File: config.mk
export PLATFORM = sky130hd
export DESIGN_NAME = reduce_binary_tree_8_1_seq
export DESIGN_NICKNAME = d
export VERILOG_FILES = /design/src/rtl/reduce_binary_tree_8_1_seq.sv
export SDC_FILE = /design/constraint.sdc
export NUM_CORES = 1
export LEC_CHECK = 0
export CAP_MARGIN = 15
export CORE_MARGIN = 2
export CORE_UTILIZATION = 40
export DETAILED_ROUTE_END_ITERATION = 10
export PLACE_DENSITY = 0.64
export SYNTH_ARGS = -nofsm -noshare
export SYNTH_HDL_FRONTEND = slang
export SYNTH_SLANG_ARGS = --single-unit
File: constraint.sdc
create_clock -name clk -period 4.6 [get_ports clk]
set_input_delay 0.92 -clock clk [delete_from_list [all_inputs] [get_ports clk]]
set_output_delay 0.92 -clock clk [all_outputs]
set_load 0.03 [all_outputs]
File: src/rtl/reduce_binary_tree_8_1_seq.sv
// Pipelined N-to-1 binary reduction tree: masks invalid lanes, then sums lane pairs
// over registered levels, widening by one bit per level, with merged valid and lane count.
module reduce_binary_tree_8_1_seq #(
  parameter int DATA_WIDTH      = 32,
  parameter int NUM_INPUT_DATA  = 8,
  parameter int NUM_OUTPUT_DATA = 1,
  localparam int NUM_LEVEL = $clog2(NUM_INPUT_DATA),
  localparam int OUT_WIDTH = DATA_WIDTH + NUM_LEVEL,
  localparam int CNT_WIDTH = NUM_LEVEL + 1
) (
  input  logic                                 clk,
  input  logic                                 rst,
  input  logic                                 i_en,
  input  logic [NUM_INPUT_DATA-1:0]            i_valid,
  input  logic [NUM_INPUT_DATA*DATA_WIDTH-1:0] i_data_bus,
  output logic                                 o_valid,
  output logic [NUM_OUTPUT_DATA*OUT_WIDTH-1:0] o_data_bus,
  output logic [CNT_WIDTH-1:0]                 o_count
);

  // All levels are packed back to back into flat vectors; level L starts at *_off(L).
  function automatic int data_off(input int lvl);
    int o;
    o = 0;
    for (int m = 0; m < lvl; m++) o += (NUM_INPUT_DATA >> m) * (DATA_WIDTH + m);
    return o;
  endfunction

  function automatic int cnt_off(input int lvl);
    int o;
    o = 0;
    for (int m = 0; m < lvl; m++) o += (NUM_INPUT_DATA >> m) * (m + 1);
    return o;
  endfunction

  function automatic int vld_off(input int lvl);
    int o;
    o = 0;
    for (int m = 0; m < lvl; m++) o += (NUM_INPUT_DATA >> m);
    return o;
  endfunction

  localparam int DATA_TOT = data_off(NUM_LEVEL + 1);
  localparam int CNT_TOT  = cnt_off(NUM_LEVEL + 1);
  localparam int VLD_TOT  = vld_off(NUM_LEVEL + 1);

  logic [DATA_TOT-1:0] data_q, data_d;
  logic [CNT_TOT-1:0]  cnt_q,  cnt_d;
  logic [VLD_TOT-1:0]  vld_q,  vld_d;

  // Stage 0: invalid lanes are forced to zero so they never reach the adders.
  for (genvar k = 0; k < NUM_INPUT_DATA; k++) begin : g_lane
    assign vld_d[k] = i_en & i_valid[k];
    assign cnt_d[k] = i_en & i_valid[k];
    assign data_d[k*DATA_WIDTH +: DATA_WIDTH] =
      (i_en && i_valid[k]) ? i_data_bus[k*DATA_WIDTH +: DATA_WIDTH] : '0;
  end

  for (genvar l = 1; l <= NUM_LEVEL; l++) begin : g_level
    localparam int NN = NUM_INPUT_DATA >> l;
    localparam int W  = DATA_WIDTH + l;
    localparam int CW = l + 1;
    localparam int PD = data_off(l - 1);
    localparam int CD = data_off(l);
    localparam int PC = cnt_off(l - 1);
    localparam int CC = cnt_off(l);
    localparam int PV = vld_off(l - 1);
    localparam int CV = vld_off(l);
    for (genvar j = 0; j < NN; j++) begin : g_node
      logic [W-1:0]  sum;
      logic [CW-1:0] cnt;
      assign sum = {1'b0, data_q[PD + (2*j)*(W-1)   +: W-1]}
                 + {1'b0, data_q[PD + (2*j+1)*(W-1) +: W-1]};
      assign cnt = {1'b0, cnt_q[PC + (2*j)*(CW-1)   +: CW-1]}
                 + {1'b0, cnt_q[PC + (2*j+1)*(CW-1) +: CW-1]};
      assign data_d[CD + j*W +: W]   = i_en ? sum : '0;
      assign cnt_d[CC + j*CW +: CW]  = i_en ? cnt : '0;
      assign vld_d[CV + j]           = i_en & (vld_q[PV + 2*j] | vld_q[PV + 2*j + 1]);
    end
  end

  // i_en low is a flush: every stage loads zero, same as reset.
  always_ff @(posedge clk) begin
    if (rst) begin
      data_q <= '0;
      cnt_q  <= '0;
      vld_q  <= '0;
    end else begin
      data_q <= data_d;
      cnt_q  <= cnt_d;
      vld_q  <= vld_d;
    end
  end

  assign o_data_bus = data_q[data_off(NUM_LEVEL) +: OUT_WIDTH];
  assign o_count    = cnt_q[cnt_off(NUM_LEVEL) +: CNT_WIDTH];
  assign o_valid    = vld_q[vld_off(NUM_LEVEL)];

endmodule

==> key figures <==
Yosys
  • Async S/R FF share, synth: 0
  • Yosys cell types: 74
  • Most frequent cell after synthesis: dfxtp_1
  • Post-Synthesis Cell Area: 25400 sq um
  • #FFs+latches synth: 524
  • Post-Synthesis Cells: between 2000 and 3000
  • EDFF count, synth: 0
  • Syn Nets: 3273
  • Yosys warns: 0
  • Sequential-to-total area share from yosys stat: 0.413
  • Synth Flop Type: dfxtp_1
  • Share of the synthesized area in the top cell type: 0.413
  • Largest cells by area after synthesis: dfxtp_1 (41%), ha_1 (12%), and3_1 (7.2%), a21o_1 (4.0%), nor2_1 (4.0%)
  • Synthesized area per cell: 9.21 sq um
  • Post-synth top area cell: dfxtp_1
  • Post-synth top cells: dfxtp_1 (524), and3_1 (291), nor2_1 (268)

Timing
  • Final setup fails: 0
  • Max Slew Vio Count: 0
  • Fmax: 302 MHz
  • Period utilization: 0.720
  • Setup Skew: ~0.028 ns
  • Setup TNS: 0 ns
  • Slew margin rel.: 0.319
  • Min cycle time layout: 3.31 ns
  • Final hold violation count: 0
  • Worst-Margin Slew: 1.02 ns
  • Unrepaired setup endpoints after global routing: no

Floorplan
  • Die Ht: 256 um
  • Row count: 92
  • Chip Width: ~260 um
  • Top Ports: around 300
  • Starting Density: 0.404
  • Total core area: 62900 sq um
  • Die area: roughly 65000 sq um

Worst setup path
  • Arr. time, crit path: 3.86 ns
  • CP max stage cell: or4_1
  • Worst endpoint required time: 5.14 ns
  • CP Launch Type: flip-flop
  • Max stage delay on crit path: 0.50 ns
  • Crit path max-delay family: compound AO/OA/AOI/OAI gates
  • WP buf/inv: 1
  • CP endpoint kind: flip-flop
  • CP cell instances: ha_1 -> inv_1 -> fa_1 -> nand2b_1 -> a21oi_1 -> o41ai_2 -> o41ai_2 -> o21a_1 -> a221o_1 -> a41oi_1 -> or4_1 -> nand3_1
  • CP dominant cell by count: o41ai_2
  • Critical path fanouts, max: 4
  • Crit Path Category: flip-flop to flip-flop

Clocking
  • Root buffer cell: clkbuf_16
  • # clock sinks: about 520
  • Num CTS Buffers: 55
  • Clock Latency Late Sink: 0.62 ns
  • Clk slew on worst S/H paths: ~0.060 ns
  • Clock Path Buffers: 3
  • Post-CTS resize count: 0
  • TritonCTS clock tree: built
  • H-Tree Depth: 2
  • # hold bufs at CTS: 0
  • Post CTS Setup Buffer Count: 0

Cells and area
  • Fraction of layout cells with a size suffix above 1: 0.0438
  • Diodes inserted: 0
  • Area growth syn-to-layout: 21.4%
  • Final nets: 3489
  • Fillers: 5926
  • Register area: 10500 sq um
  • Multi-input gate area: 13900 sq um

Status
  • Status: finished clean

Routing
  • Remaining antenna violation count: 0
  • WL/cell: 17.5 um
  • Routed Wire Length: 67.7 mm
  • DR iter-0 viols: 1337
  • DRC violations left: 0
  • Vias: 20228
  • Vias/cell: 5.24
  • DR pass1 iterations: 8

Placed design
  • Detail Placement HPWL: 53.2 mm
  • PortBufs: 306
  • Routability cong.: 0.895

Pwr
  • Maximum vdd drop: 0.232 mV
  • Pwr dens: around 330 nW/um^2
  • Leak: 14.4 nW
  • Total Power: 10.0 mW

GRT
  • First-pass GRT wire length: 107 mm
  • Vias in the first global route: 20268
  • Total Routing Usage GR: 0.201
  • Pin count of the biggest net entering global routing: between 100 and 150
  • Total congestion overflow: 0
  • Initial antenna violation count: 0

Job
  • Maxcap violations: 0

Min path
  • Worst hold path class: flip-flop to flip-flop
==> state kept, by name, indices dropped and copies added, names as in the netlist <==
register / count
cnt_q: 25
data_q: 491
vld_q: 8
==> per-stage QoR <==
stage	instances	setup WS (ns)	cell area, sq um	util	hold WS [ns]
after detailed placement	3760	1.34	28900	0.460	0.436
final	3859	1.29	30800	0.490	0.436
after CTS	3859	1.30	30800	0.490	0.442
after floorplan	2755	1.69	25400	-	0.411
after global placement	3760	1.40	28900	0.460	0.432
after global routing	3859	0.955	30800	0.490	0.445
==> final cells by class <==
cell class | instances | area share
clock buffer | 70 | 0.0498
clock inverter | 29 | 0.0123
inverter | 59 | 0.00719
multi-input combinational | 2015 | 0.452
sequential | 524 | 0.341
tap | 846 | 0.0344
timing repair buffer | 316 | 0.104
==> tightest hold or removal path, delay by kind of cell (launching register included) <==
family	cells	cell delay (ns)
flip-flops	1	0.31
AND/OR/NAND/NOR	2	0.11
==> layout by cell type, fill, tap and decap left out, types with 8 or more instances in the layout <==
cell type	instances
fa_1	10
nand3_1	35
xor2_1	93
nor4_1	12
nor3_1	44
a41oi_1	8
clkbuf_8	10
o21ai_0	90
clkdlybuf4s50_1	306
nor2b_1	28
o21ai_1	23
nand2b_1	29
clkinv_2	8
inv_1	59
or3_1	14
o31a_1	9
xnor2_1	78
dfxtp_1	524
and2_1	45
a21oi_1	188
o21bai_1	26
clkinvlp_4	8
clkbuf_16	55
ha_1	241
a21o_1	134
nand2_1	109
a211oi_1	29
a31oi_1	34
o21a_1	19
a31o_2	8
nor2_1	268
o211ai_1	16
nand4_1	25
and3_1	291
==> logic make-up after synthesis <==
logic type,synth area share
simple gates,0.193
xor+xnor,0.0590
fa+ha+maj,0.127
mux,0.00276
compound gates,0.167
buf+inv,0.0382
flops,0.413
==> final timing paths <==
| path | start | to | slack (ns) | cells past startpoint |
|---|---|---|---|---|
| min | vld_q[9] | vld_q[12] | 0.44 | 2 |
| max | data_q[322] | data_q[452] | 1.29 | 12 |
| max reg2reg | data_q[322] | data_q[452] | 1.29 | 12 |
| min reg2reg | vld_q[9] | vld_q[12] | 0.44 | 2 |
==> routing by layer <==
metal,GRT usage,share of wire
met1,0.286,0.49
met2,0.322,0.44
met3,0.0267,0.046
met4,0.0489,0.020
met5,0,0
==> power by group <==
group	total [mW]	leakage, nW	internal [mW]	switching, mW
combinational	0.747	9.24	0.382	0.365
sequential	4.69	4.25	4.64	0.0475
clock	4.61	0.918	2.75	1.85
Note: power is estimated with default switching activity, not from simulation.
